$ cat src/rtl/seq_shift_add_mult.sv
// Iterative shift-and-add multiplier: one multiplier bit per cycle with early exit,
// signed/unsigned operands via magnitude multiply plus final sign fix, start/busy/done handshake.
module seq_shift_add_mult #(
    parameter int WIDTH     = 8,
    parameter int SIGNED_EN = 1
) (
    input  logic               clk,
    input  logic               rst_n,
    input  logic               start,
    input  logic               signed_mode,
    input  logic [WIDTH-1:0]   a,
    input  logic [WIDTH-1:0]   b,
    output logic               busy,
    output logic               done,
    output logic [2*WIDTH-1:0] product
);

    localparam int CNT_W = (WIDTH > 2) ? $clog2(WIDTH) : 1;
    localparam logic [CNT_W-1:0] CNT_LAST = CNT_W'(WIDTH - 1);

    typedef enum logic [1:0] {
        IDLE = 2'd0,
        CALC = 2'd1,
        FIX  = 2'd2
    } state_t;

    state_t               state;
    logic                 neg;
    logic [2*WIDTH-1:0]   mcand;
    logic [WIDTH-1:0]     mplr;
    logic [2*WIDTH-1:0]   acc;
    logic [CNT_W-1:0]     cnt;
    logic                 sm_eff;

    // Magnitude fits in WIDTH unsigned bits, including the most negative value.
    function automatic logic [WIDTH-1:0] mag(input logic [WIDTH-1:0] x, input logic sm);
        return (sm && x[WIDTH-1]) ? (~x + WIDTH'(1)) : x;
    endfunction

    function automatic logic [2*WIDTH-1:0] apply_sign(input logic [2*WIDTH-1:0] x, input logic n);
        return n ? (~x + (2*WIDTH)'(1)) : x;
    endfunction

    assign sm_eff = signed_mode && (SIGNED_EN != 0);

    always_ff @(posedge clk or negedge rst_n) begin
        if (!rst_n) begin
            state   <= IDLE;
            busy    <= 1'b0;
            done    <= 1'b0;
            product <= '0;
            neg     <= 1'b0;
            mcand   <= '0;
            mplr    <= '0;
            acc     <= '0;
            cnt     <= '0;
        end else begin
            case (state)
                IDLE: begin
                    done <= 1'b0;
                    if (start) begin
                        neg   <= sm_eff && (a[WIDTH-1] ^ b[WIDTH-1]);
                        mcand <= {{WIDTH{1'b0}}, mag(a, sm_eff)};
                        mplr  <= mag(b, sm_eff);
                        acc   <= '0;
                        cnt   <= '0;
                        busy  <= 1'b1;
                        state <= CALC;
                    end
                end
                // Leave as soon as no set multiplier bits remain, so latency tracks |b|.
                CALC: begin
                    if (mplr[0]) begin
                        acc <= acc + mcand;
                    end
                    mcand <= mcand << 1;
                    mplr  <= mplr >> 1;
                    cnt   <= cnt + CNT_W'(1);
                    if ((mplr >> 1) == '0 || cnt == CNT_LAST) begin
                        state <= FIX;
                    end
                end
                FIX: begin
                    product <= apply_sign(acc, neg);
                    done    <= 1'b1;
                    busy    <= 1'b0;
                    state   <= IDLE;
                end
                default: begin
                    state <= IDLE;
                    busy  <= 1'b0;
                    done  <= 1'b0;
                end
            endcase
        end
    end

endmodule

$ cat config.mk
export PLATFORM = sky130hd
export DESIGN_NAME = seq_shift_add_mult
export DESIGN_NICKNAME = d
export VERILOG_FILES = /design/src/rtl/seq_shift_add_mult.sv
export SDC_FILE = /design/constraint.sdc
export NUM_CORES = 1
export LEC_CHECK = 0
export CORE_MARGIN = 5
export CORE_UTILIZATION = 57
export DETAILED_ROUTE_END_ITERATION = 12
export GPL_TIMING_DRIVEN = 0
export PLACE_DENSITY_LB_ADDON = 0.1
export SLEW_MARGIN = 20
export SYNTH_ARGS = -nofsm -noshare
export SYNTH_HDL_FRONTEND = slang
export SYNTH_SLANG_ARGS = --single-unit
$ cat constraint.sdc
create_clock -name clk -period 2.7 [get_ports clk]
set_clock_uncertainty 0.15 [all_clocks]
set_input_delay 0.27 -clock clk [delete_from_list [all_inputs] [get_ports clk]]
set_output_delay 0.27 -clock clk [all_outputs]
set_load 0.03 [all_outputs]
==> results.md <==
* IO Port Bufs at 37
* CTS Buf Count at 9
* Sequential share of the synthesized area at 0.423
* Die Height at 91.5 µm
* VDD IR max at 0.679 mV
* Number of flops mapped to enable cells by yosys at 0
* Max Slew Vio Count at 0
* Critical Path Max Stage Delay at 0.46 ns
* Dpl hpwl at 6730 µm
* Synth top area share at 0.423
* Syn Inst Count at 424
* Via count at 3306
* Final WL at 8710 µm
* Max-Cap Viols at 0
* Setup violations, final at 0
* Final ANT Viol Nets at 0
* PwrDens at 1280 nW/µm²
* Yosys top cell by area: dfrtp_1
* Worst-Skew Late Latency at 0.34 ns
* Tcrit/Tclk final at 0.945
* # nets final at 512
* Fin Setup TNS at 0 ns
* Top cells by area, synth: dfrtp_1 (42%), ha_1 (6.6%), nand2_1 (6.0%), o21ai_0 (5.8%), xor2_1 (5.8%)
* Cell variety after synth at 47
* # diodes at 0
* Slowest cell on crit path: dfrtp_1
* Async S/R FF share, synth at 1.00
* Design Power at 5.78 mW
* Core ar. at 6390 µm²
* Synth-to-layout area growth at 19.3%
* Crit path max fanout at 6
* GR Overflow Total at 0
* Initial core utilization at 0.592
* CP Cell Sequence: ha_1 -> and2_1 -> a221o_1 -> a21oi_1 -> o211ai_1 -> a311oi_2 -> nor2_1 -> o31a_1
* Wirelength per Cell at 15.7 µm
* Most frequent cells after synthesis: dfrtp_1 (64), nand2_1 (60), o21ai_0 (44)
* All-Layer GR Usage at 0.213
* Peak Freq at 0.392 GHz
* RePlAce Congestion at 0.881
* #FFs+latches synth at 64
* Lkg Pwr at 1.97 nW
* Mapped Avg Cell Area at 8.92 µm²
* Worst-Margin Slew at 0.529 ns
* Final min period at 2.55 ns
* Critical path capture point type: register
* CTS root buf: clkbuf_8
* Initial antenna violation count at 0
* RSZ-0062 raised after global routing: no
* First-pass GRT wire length at 14700 µm
* CP startpoint kind: register
* Slew headroom at 0.648
* Clk pin slew, worst setup/hold paths at 0.07 ns
* Row cnt at 29
* Required @ worst endpoint at 2.77 ns
* Die Width at 91.5 µm
* Critical path class: reg -> reg
* Final Hold Viols at 0
* Remaining DRCs at 0
* Synth Cell Area at 3780 µm²
* FILL cells at 521
* Status: finished, final reports clean
* I/O pin total at 38
* Most common cell in the netlist: dfrtp_1
* Largest net degree at the start of global routing at 36
* Die area at 8370 µm²
* Vias in the first global route at 3185
* Dominant synthesized flop cell: dfrtp_1
* Htree depth at 3
* Clk buf depth at 2
* Layout cells sized above 1 at 0.0504
* Critical Path AT at 2.63 ns
* Hold/Removal Path Class: in -> async
* CTS tree: built
* Syn nets at 465
* Vias/cell at 5.98
* DR iter-0 viols at 153
* Total iterations of the first detailed-routing run at 4
* Yosys warns at 0
* Sinks on Clock Net at 64
## sequential cells by signal (all words and copies together), names as in the netlist, 2 cells and up
signal	flops
acc	16
mcand	16
product	16
mplr	8
cnt	3
state	2
## what timing repair did
item                                    CTS  global route
gates resized for setup                   1             3
hold buffers                              1             0
endpoints found under the hold margin    29             0
buffers inserted                          0             0
endpoints found under the setup margin    1             6
## kinds of logic after synthesis
family / synth area share
adders and majority gates: 0.0714
and+or+nand+nor: 0.140
AOI/OAI and AO/OA: 0.243
muxes: 0.00529
buffers and inverters: 0.0367
xor gates and xnor gates: 0.0810
DFF: 0.423
## per-layer routing
metal	routed length, µm	up-vias	track usage
li1	-	1629	-
met1	3850	1589	0.269
met2	4380	79	0.371
met3	380	9	0.0273
met4	101	0	0.0758
met5	0	-	0
## area by class of cell
class / count / area [µm²] / share of cell area
Multi-Input combinational cell: 323 / 2060 / 0.456
Sequential cell: 64 / 1600 / 0.355
Timing Repair Buffer: 39 / 398 / 0.0881
Clock buffer: 14 / 173 / 0.0382
Tap cell: 77 / 96.3 / 0.0213
Inverter: 19 / 71.3 / 0.0158
Clock inverter: 2 / 60.1 / 0.0133
Buffer: 15 / 56.3 / 0.0125
## report_power, final
group	switching (mW)	leakage (nW)	total, mW	internal (mW)
Sequential	0.431	0.811	1.81	1.38
Clock	0.359	0.117	0.956	0.597
Combinational	1.74	1.04	3.01	1.27
Total	2.53	1.97	5.78	3.25
## path summary, 6_finish.rpt
check / start / endpoint / slack [ns] / cells after the start
max: acc[13] / acc[15] / 0.15 / 8
min: rst_n / mcand[13] / 0.25 / 2
max reg2reg: acc[13] / acc[15] / 0.15 / 8
min reg2reg: product[8] / product[8] / 0.32 / 2
max in group asynchronous: rst_n / acc[5] / 1.62 / 3
min in group clk: product[8] / product[8] / 0.32 / 2
## placed cells by master (no fill, tap or decap), types with 3 or more instances in the layout
master / n
ha_1: 20
a21oi_1: 31
inv_1: 18
nor2b_1: 3
xnor2_1: 10
a22o_1: 11
nor3_1: 9
a21o_1: 4
nand2_1: 60
and3_1: 4
o31ai_1: 6
xor2_1: 25
o211ai_1: 4
a31oi_1: 3
o21ai_0: 44
nor2_1: 22
clkbuf_1: 17
nand3_1: 6
and2_1: 3
a211oi_1: 3
o22ai_1: 24
dfrtp_1: 64
clkbuf_8: 12
clkdlybuf4s50_1: 36
## per-stage QoR
step                      std cells  area [µm²]  setup slack [ns]  hold WS (ns)  utilization
after floorplan                 424        3780             0.272        -0.176            -
after global placement          538        4250            -0.840         0.311        0.666
after detailed placement        539        4270           -0.0711        0.0770        0.668
after CTS                       556        4520           0.00900         0.256        0.707
after global routing            553        4510            0.0160         0.294        0.707
final                           553        4510             0.149         0.250        0.707
## critical path: cells and delay by family, from the launching register on
family	cells	cell delay (ns)
AO/OA/AOI/OAI	5	1.17
flip-flops	1	0.46
AND/OR/NAND/NOR	2	0.26
adder cells (fa/ha/maj)	1	0.39
(Power assumes the default switching activity.)
